==> config.mk <==
export PLATFORM = sky130hd
export DESIGN_NAME = ysyx_22040365_ifu_flat
export DESIGN_NICKNAME = d
export VERILOG_FILES = /design/src/rtl/ysyx_22040365_ifu_if.sv /design/src/rtl/ysyx_22040365_ifu.sv /design/src/flat_wrapper.sv
export SDC_FILE = /design/constraint.sdc
export NUM_CORES = 1
export LEC_CHECK = 0
export CAP_MARGIN = 30
export CORE_AREA = 2 2 205 207
export CTS_BUF_LIST = sky130_fd_sc_hd__clkbuf_8 sky130_fd_sc_hd__clkbuf_16
export CTS_CLUSTER_DIAMETER = 80
export CTS_CLUSTER_SIZE = 24
export DETAILED_ROUTE_END_ITERATION = 10
export DIE_AREA = 0 0 207 209
export SYNTH_ARGS = -nofsm -noshare
export SYNTH_HDL_FRONTEND = slang
export SYNTH_SLANG_ARGS = --single-unit
==> constraint.sdc <==
create_clock -name clk -period 24.5 [get_ports clk]
set_input_delay 7.35 -clock clk [delete_from_list [all_inputs] [get_ports clk]]
set_output_delay 7.35 -clock clk [all_outputs]
set_load 0.02 [all_outputs]
==> src/rtl/ysyx_22040365_ifu_if.sv <==
// ----------------------------------------------------------------------------
// ysyx_22040365_ifu_if
//  Bundle of the instruction fetch unit's external handshakes:
//   - memory side : imem_req/imem_addr -> imem_gnt, then imem_rvalid/imem_rdata
//   - redirect    : redirect strobe and redirect_pc target from later stages
//   - decode side : inst_valid/inst/inst_pc -> inst_ready
//  modport master : the fetch unit's view
//  modport slave  : the environment's view (memory, redirect source, decode)
// ----------------------------------------------------------------------------
interface ysyx_22040365_ifu_if;
    logic        imem_req;
    logic [63:0] imem_addr;
    logic        imem_gnt;
    logic        imem_rvalid;
    logic [31:0] imem_rdata;

    logic        redirect;
    logic [63:0] redirect_pc;

    logic        inst_valid;
    logic        inst_ready;
    logic [31:0] inst;
    logic [63:0] inst_pc;

    modport master (
        output imem_req, imem_addr,
        input  imem_gnt, imem_rvalid, imem_rdata,
        input  redirect, redirect_pc,
        output inst_valid, inst, inst_pc,
        input  inst_ready
    );

    modport slave (
        input  imem_req, imem_addr,
        output imem_gnt, imem_rvalid, imem_rdata,
        output redirect, redirect_pc,
        input  inst_valid, inst, inst_pc,
        output inst_ready
    );
endinterface

==> src/rtl/ysyx_22040365_ifu.sv <==
// ----------------------------------------------------------------------------
// ysyx_22040365_ifu
//  Instruction fetch unit. Holds the PC, issues word fetches over a req/gnt +
//  rvalid memory interface, buffers returned words with their PCs in a small
//  queue and presents the queue head to decode over valid/ready. A redirect
//  retargets the PC, flushes the queue and marks every in-flight fetch as
//  stale so its return is discarded.
//
//  Ports
//   clk            clock
//   rst_n          asynchronous active-low reset
//   bus (master)   memory, redirect and decode handshakes (ysyx_22040365_ifu_if)
//   perf_fetch_cnt words pushed into the queue       (YSYX_22040365_IFU_PERF_EN)
//   perf_stall_cnt cycles with inst_ready & ~inst_valid (YSYX_22040365_IFU_PERF_EN)
//
//  Optional feature macro: YSYX_22040365_IFU_PERF_EN
// ----------------------------------------------------------------------------
module ysyx_22040365_ifu #(
    parameter logic [63:0] PC_RESET = 64'h8000_0000,
    parameter int          QDEPTH   = 2
) (
    input  logic                  clk,
    input  logic                  rst_n,
    ysyx_22040365_ifu_if.master   bus
`ifdef YSYX_22040365_IFU_PERF_EN
    ,
    output logic [63:0]           perf_fetch_cnt,
    output logic [63:0]           perf_stall_cnt
`endif
);

    localparam int PW = $clog2(QDEPTH);
    localparam int CW = PW + 1;
    // Back-to-back redirects can stack stale fetches beyond QDEPTH, so the
    // drop counter gets headroom over the queue-sized counters.
    localparam int DW = CW + 2;
    localparam logic [CW-1:0] QD = CW'(QDEPTH);

    logic [63:0]   pc_q, pc_d;
    logic [CW-1:0] qcount_q, qcount_d;
    logic [CW-1:0] outst_q, outst_d;
    logic [DW-1:0] drop_q, drop_d;
    logic [PW-1:0] q_wptr_q, q_wptr_d, q_rptr_q, q_rptr_d;
    logic [PW-1:0] r_wptr_q, r_wptr_d, r_rptr_q, r_rptr_d;

    logic [31:0]   q_inst_q [QDEPTH];   // instruction queue: word
    logic [63:0]   q_pc_q   [QDEPTH];   // instruction queue: its PC
    logic [63:0]   r_pc_q   [QDEPTH];   // PCs of live in-flight requests

    logic fire, pop, ret_drop, ret_push;

    // Credit rule: queued plus live in-flight words never exceed QDEPTH, so a
    // return always finds a free slot. Held low while reset is asserted.
    assign bus.imem_req  = rst_n & ~bus.redirect & ((qcount_q + outst_q) < QD);
    assign bus.imem_addr = pc_q;

    assign fire     = bus.imem_req & bus.imem_gnt;
    assign pop      = bus.inst_valid & bus.inst_ready;
    assign ret_drop = bus.imem_rvalid & (drop_q != '0);
    // Returns with no live request outstanding are protocol errors; ignore them.
    assign ret_push = bus.imem_rvalid & (drop_q == '0) & (outst_q != '0) & ~bus.redirect;

    // Outputs come only from registered storage; masking with inst_valid keeps
    // flushed entries from ever showing on inst/inst_pc.
    assign bus.inst_valid = (qcount_q != '0);
    assign bus.inst       = bus.inst_valid ? q_inst_q[q_rptr_q] : 32'd0;
    assign bus.inst_pc    = bus.inst_valid ? q_pc_q[q_rptr_q]   : 64'd0;

    // NOTE: every always_comb output is given its hold value first so no path
    // leaves a signal unassigned, which would otherwise infer a latch.
    always_comb begin
        pc_d     = pc_q;
        qcount_d = qcount_q;
        outst_d  = outst_q;
        drop_d   = drop_q;
        q_wptr_d = q_wptr_q;
        q_rptr_d = q_rptr_q;
        r_wptr_d = r_wptr_q;
        r_rptr_d = r_rptr_q;

        if (bus.redirect) begin
            // Every live fetch turns stale; a return arriving now is itself
            // discarded and retires one of the stale-or-live slots.
            pc_d     = {bus.redirect_pc[63:2], 2'b00};
            qcount_d = '0;
            outst_d  = '0;
            q_wptr_d = '0;
            q_rptr_d = '0;
            r_wptr_d = '0;
            r_rptr_d = '0;
            drop_d   = drop_q + DW'(outst_q);
            if (bus.imem_rvalid && (drop_q != '0 || outst_q != '0))
                drop_d = drop_q + DW'(outst_q) - DW'(1);
        end else begin
            if (fire) begin
                pc_d     = pc_q + 64'd4;
                r_wptr_d = r_wptr_q + 1'b1;
            end
            if (ret_drop)
                drop_d = drop_q - DW'(1);
            if (ret_push) begin
                q_wptr_d = q_wptr_q + 1'b1;
                r_rptr_d = r_rptr_q + 1'b1;
            end
            if (pop)
                q_rptr_d = q_rptr_q + 1'b1;
            qcount_d = qcount_q + CW'(ret_push) - CW'(pop);
            outst_d  = outst_q + CW'(fire) - CW'(ret_push);
        end
    end

    // NOTE: sequential state is updated with non-blocking assignments so all
    // registers sample the pre-edge values regardless of statement order.
    always_ff @(posedge clk or negedge rst_n) begin
        if (!rst_n) begin
            pc_q     <= PC_RESET;
            qcount_q <= '0;
            outst_q  <= '0;
            drop_q   <= '0;
            q_wptr_q <= '0;
            q_rptr_q <= '0;
            r_wptr_q <= '0;
            r_rptr_q <= '0;
        end else begin
            pc_q     <= pc_d;
            qcount_q <= qcount_d;
            outst_q  <= outst_d;
            drop_q   <= drop_d;
            q_wptr_q <= q_wptr_d;
            q_rptr_q <= q_rptr_d;
            r_wptr_q <= r_wptr_d;
            r_rptr_q <= r_rptr_d;
        end
    end

    // NOTE: the storage arrays carry no reset; occupancy counters decide
    // validity and the outputs are masked, so their contents are don't-care.
    always_ff @(posedge clk) begin
        if (fire)
            r_pc_q[r_wptr_q] <= pc_q;
        if (ret_push) begin
            q_inst_q[q_wptr_q] <= bus.imem_rdata;
            q_pc_q[q_wptr_q]   <= r_pc_q[r_rptr_q];
        end
    end

`ifdef YSYX_22040365_IFU_PERF_EN
    always_ff @(posedge clk or negedge rst_n) begin
        if (!rst_n) begin
            perf_fetch_cnt <= 64'd0;
            perf_stall_cnt <= 64'd0;
        end else begin
            if (ret_push)
                perf_fetch_cnt <= perf_fetch_cnt + 64'd1;
            if (bus.inst_ready && !bus.inst_valid)
                perf_stall_cnt <= perf_stall_cnt + 64'd1;
        end
    end
`endif

endmodule
==> src/flat_wrapper.sv <==
// flat-port wrapper written by rule: the top's interface ports become plain ports
module ysyx_22040365_ifu_flat 
#(
    parameter logic [63:0] PC_RESET = 64'h8000_0000,
    parameter int          QDEPTH   = 2
)
  (clk, rst_n, bus_imem_req, bus_imem_addr, bus_imem_gnt, bus_imem_rvalid, bus_imem_rdata, bus_redirect, bus_redirect_pc, bus_inst_valid, bus_inst, bus_inst_pc, bus_inst_ready);
  ysyx_22040365_ifu_if bus_i ();
  input  logic clk;
  input  logic rst_n;
  output wire logic [$bits(bus_i.imem_req)-1:0] bus_imem_req;
  output wire logic [$bits(bus_i.imem_addr)-1:0] bus_imem_addr;
  input wire logic [$bits(bus_i.imem_gnt)-1:0] bus_imem_gnt;
  input wire logic [$bits(bus_i.imem_rvalid)-1:0] bus_imem_rvalid;
  input wire logic [$bits(bus_i.imem_rdata)-1:0] bus_imem_rdata;
  input wire logic [$bits(bus_i.redirect)-1:0] bus_redirect;
  input wire logic [$bits(bus_i.redirect_pc)-1:0] bus_redirect_pc;
  output wire logic [$bits(bus_i.inst_valid)-1:0] bus_inst_valid;
  output wire logic [$bits(bus_i.inst)-1:0] bus_inst;
  output wire logic [$bits(bus_i.inst_pc)-1:0] bus_inst_pc;
  input wire logic [$bits(bus_i.inst_ready)-1:0] bus_inst_ready;
  assign bus_imem_req = bus_i.imem_req;
  assign bus_imem_addr = bus_i.imem_addr;
  assign bus_i.imem_gnt = bus_imem_gnt;
  assign bus_i.imem_rvalid = bus_imem_rvalid;
  assign bus_i.imem_rdata = bus_imem_rdata;
  assign bus_i.redirect = bus_redirect;
  assign bus_i.redirect_pc = bus_redirect_pc;
  assign bus_inst_valid = bus_i.inst_valid;
  assign bus_inst = bus_i.inst;
  assign bus_inst_pc = bus_i.inst_pc;
  assign bus_i.inst_ready = bus_inst_ready;
  ysyx_22040365_ifu #(.PC_RESET(PC_RESET), .QDEPTH(QDEPTH)) u_core (.clk(clk), .rst_n(rst_n), .bus(bus_i));
endmodule
==> reports/metrics.yaml <==
outcome:
  status: "finished, final reports clean"
place:
  place_inst: 1905
  hpwl_um: 26700
  port_buffers: 257
  place_congestion: 0.776
min_path:
  min_from: "u_core.drop_q[3]$_DFFE_PN0P_"
  hp-class: "flip-flop to flip-flop"
  holdPathStages: 1
  whs_endpoint: "u_core.drop_q[3]$_DFFE_PN0P_"
yosys:
  syn_area_per_cell_um2: 14.1
  synthCells: 1150
  synth_edf_count: 312
  synth_top_area_frac: 0.578
  ys.flop_type: "edfxtp_1"
  synthTopCellsByArea: "edfxtp_1 (58%), dfrtp_1 (11%), mux2i_1 (5.9%)"
  yosysSeqAreaShare: 0.692
  syn_area_um2: 16200
  async_reset_ff_frac: 0.192
  ys_types: 50
  synth_warnings: 0
  synth_seq_cells: 386
  netlist.top_cell.by_area: "edfxtp_1"
clock_network:
  clockBufferDepth: 3
  cts_htree_levels: 1
  clk_pin_slew_ns: 0.10
  cts_resized: 0
  cts_num_sinks: 386
  cts-buffers-inserted: 22
  postCtsHoldBufs: 0
  postCtsSetupBuffers: 0
  cts_tree: "built"
  root_buffer: "clkbuf_16"
  clk_latency_ns: 0.56
routing:
  dr_total_vias: 10300
  wl_per_cell_um: 20.9
  wirelength_um: 40700
  drtIter0Drc: 656
  drc: 0
  post_drt_via_cell_ratio: 5.28
  detail-route-antenna-nets: 0
  drtPass1Iterations: 5
sta:
  finalSetupTns_ns: 0
  worst_slew_pin_slew_ns: 1.00
  slew_headroom: 0.330
  setup_viol: 0
  post-route-min-period_ns: 15.84
  fmax_ghz: 0.0631
  fin_skew_ns: 0.0226
  rsz0062_at_grt: "no"
  drv_slew: 0
  hold_viol_final: 0
  fin_crit_sh: 0.647
  hold_slack_ns: 0.498
worst_setup_path:
  crit_path_top_delay_cell: "clkdlybuf4s50_1"
  cp-start-kind: "input port"
  rr_worst_depth: 7
  critPathArrivalTime_ns: 8.49
  critPathLaunch: "rst_n"
  end_kind: "output port"
  worstPathRequired_ns: 17.15
  crit_type: "input port to output port"
  r2r_start: "u_core.drop_q[1]$_DFFE_PN0P_"
  cp_max_fo: 19
  max_stage_delay_ns: 0.66
  cp_cell_sequence: "buf_4 -> and3_1 -> clkdlybuf4s50_1"
  r2r_end: "u_core.q_pc_q[1][31]$_DFFE_PP_"
  rrSetupSlack_ns: 20.91
die:
  boundaryPins: 264
  rows: 75
  die_area_um2: 43300
  start_util: 0.393
  die-width_um: 207
  fp.dieH_um: 209
  core_area_um2: 41300
layout:
  final_cell_mix: "edfxtp_1 (312), clkdlybuf4s50_1 (255), nor2_1 (147), mux2i_1 (95), dfrtp_1 (71)"
  nNetsFinal: 1502
  area_growth_pct: 24.4
  layout_commonest_cell: "edfxtp_1"
  drive_gt1_frac: 0.0896
  final_cells: 1946
global_routing:
  top_usage_layer: "met2"
  grt_pass1_wl_um: 61600
  grt_util_met3: 0.0255
  overflow: 0
  grt_pass1_vias: 10000
  grt_usage: 0.184
  met1_usage: 0.253
  use_met2: 0.310
  antenna_found_initial: 3
  grt_max_degree: 77
power_and_ir_drop:
  swShare: 0.300
  power_frac_seq: 0.496
  p_clk_frac: 0.259
  switchingPower_mw: 0.464
  combPwrFrac: 0.245
  p_int_mw: 1.08
  pwr_density_cell_nw_per_um2: 76.6
  p_leak_nw: 6.51
  ir_drop_mv: 0.0441
job:
  cap_violations: 0
## cell usage after synthesis, types with 3 or more instances
library cell / count
a2111oi_0: 6
a21oi_1: 4
a31oi_1: 36
and2_1: 8
and3_1: 10
and4_1: 11
buf_1: 16
buf_4: 4
clkbuf_1: 41
dfrtp_1: 73
edfxtp_1: 312
ha_1: 9
inv_1: 20
mux2_2: 65
mux2i_1: 95
nand2_1: 53
nand2b_1: 3
nand3_1: 27
nand4_1: 18
nor2_1: 149
nor2b_1: 4
nor3_1: 7
nor3b_1: 4
nor4_1: 8
o2111ai_1: 8
o21ai_0: 39
o31ai_1: 18
or3_1: 21
or4_1: 22
xnor2_1: 18
xor2_1: 16
## area by class of cell
class | count | area, um2
antenna | 1 | 2.50
clock buffer | 23 | 576
clock inverter | 17 | 131
fill | 3691 | 21100
inverter | 20 | 75.1
multi-input combinational | 684 | 4700
sequential | 386 | 11200
tap | 539 | 674
timing repair buffer | 276 | 2780
## power by group through the flow
stage	registers (mW)	logic, mW	clock network, mW
6_report	0.767	0.379	0.400
5_1_grt	0.772	0.407	0.435
4_1_cts	0.767	0.386	0.412
3_5_place_dp	0.781	0.385	0
3_3_place_gp	0.781	0.379	0
2_1_floorplan	0.780	0.202	0
## critical path, delay by kind of cell
family,cells,cell delay (ns)
buffers and inverters,2,0.91
and+or+nand+nor,1,0.22
## cell families after synthesis
group,share of synthesized area
buf+inv,0.0203
compound gates,0.0519
mux,0.104
xor+xnor,0.0184
flops,0.692
fa+ha+maj,0.00818
simple gates,0.105
other cells,0.000231
## worst max path at each step
stage | end | slack [ns] | depth (start not counted)
after global routing | bus_imem_req | 8.57 | 3
after floorplan | bus_imem_req | 8.85 | 4
final | bus_imem_req | 8.66 | 3
after global placement | bus_imem_req | 8.64 | 3
after CTS | bus_imem_req | 8.62 | 3
after detailed placement | bus_imem_req | 8.63 | 3
## state kept, by name (all words and copies together), names as in the netlist
signal	flops
u_core.qcount_q	2
u_core.r_wptr_q	1
u_core.bus.imem_addr	62
u_core.q_wptr_q	1
u_core.outst_q	2
u_core.q_inst_q	64
u_core.r_pc_q	124
u_core.drop_q	4
u_core.q_rptr_q	1
u_core.q_pc_q	124
u_core.r_rptr_q	1
## metal layers
metal | routed length (um) | part of all wire
met1 | 18300 | 0.45
met2 | 20000 | 0.49
met3 | 1690 | 0.042
met4 | 730 | 0.018
met5 | 29 | 0.00071
## stage by stage
step / area [um2] / util / worst slack (ns) / power, mW
finish: 20200 / 0.488 / 8.66 / 1.55
global route: 20200 / 0.488 / 8.57 / 1.61
CTS: 20200 / 0.488 / 8.62 / 1.57
detailed placement: 19500 / 0.471 / 8.63 / 1.17
global placement: 19400 / 0.469 / 8.64 / 1.16
floorplan: 16200 / - / 8.85 / 0.982
Note: power is estimated with default switching activity, not from simulation.
==> RTL edit (config.mk and constraints unchanged) <==
`QDEPTH` is set to 2 in 2 places; all go to 4.
--- a/src/rtl/ysyx_22040365_ifu.sv
+++ b/src/rtl/ysyx_22040365_ifu.sv
@@ -17,7 +17,7 @@
 // ----------------------------------------------------------------------------
 module ysyx_22040365_ifu #(
     parameter logic [63:0] PC_RESET = 64'h8000_0000,
-    parameter int          QDEPTH   = 2
+    parameter int          QDEPTH   = 4
 ) (
     input  logic                  clk,
     input  logic                  rst_n,
--- a/src/flat_wrapper.sv
+++ b/src/flat_wrapper.sv
@@ -2,7 +2,7 @@
 module ysyx_22040365_ifu_flat 
 #(
     parameter logic [63:0] PC_RESET = 64'h8000_0000,
-    parameter int          QDEPTH   = 2
+    parameter int          QDEPTH   = 4
 )
   (clk, rst_n, bus_imem_req, bus_imem_addr, bus_imem_gnt, bus_imem_rvalid, bus_imem_rdata, bus_redirect, bus_redirect_pc, bus_inst_valid, bus_inst, bus_inst_pc, bus_inst_ready);
   ysyx_22040365_ifu_if bus_i ();
Check against the original RTL: not equivalent (Yosys sat finds a counterexample within 4 cycles, from zero or initial values and one cycle with rst_n low).
==> RTL edit against the unedited design <==
- core utilization is 30 points higher
- clock skew is 6.3 ps higher
- non-clock buffer count increased by 3
- final cell count up 18%
- largest cell class unchanged
- highest routed layer unchanged
- area after synthesis grew 74%
- setup slack worse by 13 ps
- final area grew 60%
- first-iteration DRC count is 110% higher
- register-to-register slack worse by 250 ps
- global-route usage up 9.9 points
- sequential cell count grew 319
- routed wire length is 48% higher
- power grew 78%
==> RTL edit: results (changes against the unedited design) <==
----------------------------------------------------
[Outcome]
  Status ... finished, final reports clean

[Clock network]
  Number of buffers between clock root and the deepest sink ... 3 (unchanged)
  # resized after CTS ... 0 (unchanged)
  Buffers inserted by post-CTS timing repair ... 0 (unchanged)
  Total clock buffers created by CTS ... 35 (+59%)
  Clock transition time at the flip-flop clock pins of the worst setup and hold paths ... 90 ps
  Clock network latency to the later pin of the worst-skew pair ... 590 ps (+30 ps)
  Clock tree root driver cell ... sky130_fd_sc_hd__clkbuf_16
  Total number of H-tree levels ... 2 (+1)

[Hold path]
  Hold path startpoint ... u_core.bus.imem_addr[31]
  Type of the tightest min-delay check ... register to register

[Worst setup path]
  CP Max Fanout ... 50 (+31)
  Slowest cell on the critical path ... sky130_fd_sc_hd__clkdlybuf4s50_1
  Reg-to-reg critical path startpoint ... u_core.drop_q[1]
  Crit-path leading delay family ... buffers and inverters
  Source of the critical timing path ... bus_redirect
  Max incr delay on CP ... 640 ps (-20 ps)
  Data arrival at the endpoint of the critical path ... 8500 ps (about the same)

[Pwr]
  Switching share of power ... 0.284 (-0.0164)
  Max rail drop VDD ... 65.5 µV (+49%)
  Cell leakage power ... 10.4 nW (+60%)

[Detailed routing]
  Average wire length per cell after detail routing ... 26.2 µm (+25%)
  Overall via count from detail_route ... 14800 (+44%)
  Length of the first detailed-routing pass in iterations ... 5 (unchanged)
  Initial detailed-routing violation count ... 1375 (+110%)
  Antenna Violating Nets Remaining ... 0 (unchanged)

[Floorplanning]
  Placeable core region ... 41300 µm² (unchanged)

[Placement]
  Routability congestion estimate from global placement ... 0.808 (+4.2%)
  Buffers on Ports ... 257 (unchanged)
  HPWL after DPL ... 35.3 mm (+33%)

[Layout]
  Fraction of final layout cells with drive strength greater than 1 ... 0.144 (+0.0544)
  Top flop regs ... u_core.q_pc_q (248), u_core.r_pc_q (248), u_core.q_inst_q (128)
  Nets ... 1863 (+24%)

[STA]
  Final setup skew ... 28.9 ps (+6.30 ps)
  Worst max-slew margin expressed relative to the limit ... 0.360 (+0.0298)

[GRT]
  Maximum number of pins on one net before global-route repair ... 77 (unchanged)
  Number of antenna violations at the first check in global routing ... 3 (unchanged)
  Total global routing track utilization ... 0.284 (+0.0994)
  First-pass GRT wire length ... 90.8 mm (+47%)

[Synthesis]
  Count of flip-flops with a built-in enable after synthesis ... 624 (+100%)
  Synthesis warning total ... 0 (unchanged)
  Sequential-to-total area share from yosys stat ... 0.738 (+0.0460)
  Leading cell types by total area after synthesis ... sky130_fd_sc_hd__edfxtp_1, sky130_fd_sc_hd__mux4_2, sky130_fd_sc_hd__dfrtp_1, sky130_fd_sc_hd__and2_1, sky130_fd_sc_hd__nand2_1
  Commonest register cell after synthesis ... sky130_fd_sc_hd__edfxtp_1
  List of most frequent post-synthesis cells ... sky130_fd_sc_hd__edfxtp_1, sky130_fd_sc_hd__mux4_2, sky130_fd_sc_hd__and2_1
  FFs w/ async S/R, synth ... 0.115 (-0.0768)
  Count of unique library cells instantiated by Yosys ... 58 (+16%)

----------------------------------------------------
[RTL edit: changes by cell type in the layout (fill, tap and decap cells not counted), moves of 31 or more]
cell | before | now
sky130_fd_sc_hd__nor2_1 | 147 | 33
sky130_fd_sc_hd__edfxtp_1 | 312 | 624
sky130_fd_sc_hd__and2_1 | 6 | 101
sky130_fd_sc_hd__mux4_2 | 0 | 156
sky130_fd_sc_hd__mux2i_1 | 95 | 2
sky130_fd_sc_hd__a31oi_1 | 36 | 5
sky130_fd_sc_hd__mux2_2 | 65 | 6
[RTL edit: cell type report]
cell class | instances | area [µm²]
Antenna cell | 1 | 2.50
Clock buffer | 36 | 901
Clock inverter | 27 | 131
Fill cell | 2323 | 8930
Inverter | 22 | 82.6
Multi-Input combinational cell | 695 | 7000
Sequential cell | 705 | 20800
Tap cell | 539 | 674
Timing Repair Buffer | 279 | 2780
[RTL edit: kinds of logic (layout without fill, tap and decap cells)]
logic type,after synthesis,in the layout,share of synthesized area
other,1,5,0.000133
adders and majority gates,23,23,0.0110
buffers and inverters,98,364,0.0145
and+or+nand+nor,354,354,0.0704
DFF,705,705,0.738
muxes,164,164,0.128
xor gates and xnor gates,69,69,0.0215
AOI/OAI and AO/OA,81,81,0.0165
[RTL edit: power groups by stage]
stage | logic (mW) | clock network, mW | registers, mW
after floorplan | 0.422 | 0 | 1.40
after global placement | 0.725 | 0 | 1.41
after detailed placement | 0.739 | 0 | 1.42
after CTS | 0.744 | 0.638 | 1.39
after global routing | 0.785 | 0.676 | 1.40
final | 0.739 | 0.627 | 1.39
[RTL edit: metal layers]
metal	global-route usage	vias to the layer above	wire length (µm)
li1	-	6343	-
met3	0.0534	111	4530
met2	0.454	643	29900
met5	0	-	26
met4	0.0953	4	1870
met1	0.404	7668	24100
[RTL edit: per-stage QoR]
| step | utilization | worst slack, ps | cells | power [mW] | area [µm²] |
|---|---|---|---|---|---|
| 2_1_floorplan | - | 8680 | 1498 | 1.83 | 28100 |
| 3_3_place_gp | 0.757 | 8630 | 2236 | 2.14 | 31200 |
| 3_5_place_dp | 0.757 | 8670 | 2238 | 2.16 | 31300 |
| 4_1_cts | 0.782 | 8650 | 2301 | 2.77 | 32300 |
| 5_1_grt | 0.784 | 8590 | 2303 | 2.86 | 32400 |
| 6_report | 0.784 | 8650 | 2304 | 2.76 | 32400 |
[RTL edit: final timing paths]
check | endpoint | slack (ps) | cells past startpoint
worst max-delay path | bus_imem_req | 8650 | 3
worst min-delay path | u_core.r_pc_q[3][31] | 620 | 0
worst max register to register | u_core.q_pc_q[2][46] | 20660 | 6
worst min register to register | u_core.r_pc_q[3][31] | 620 | 0
max in group asynchronous | u_core.r_rptr_q[0] | 16570 | 2
min in group asynchronous | u_core.bus.imem_addr[63] | 6640 | 1
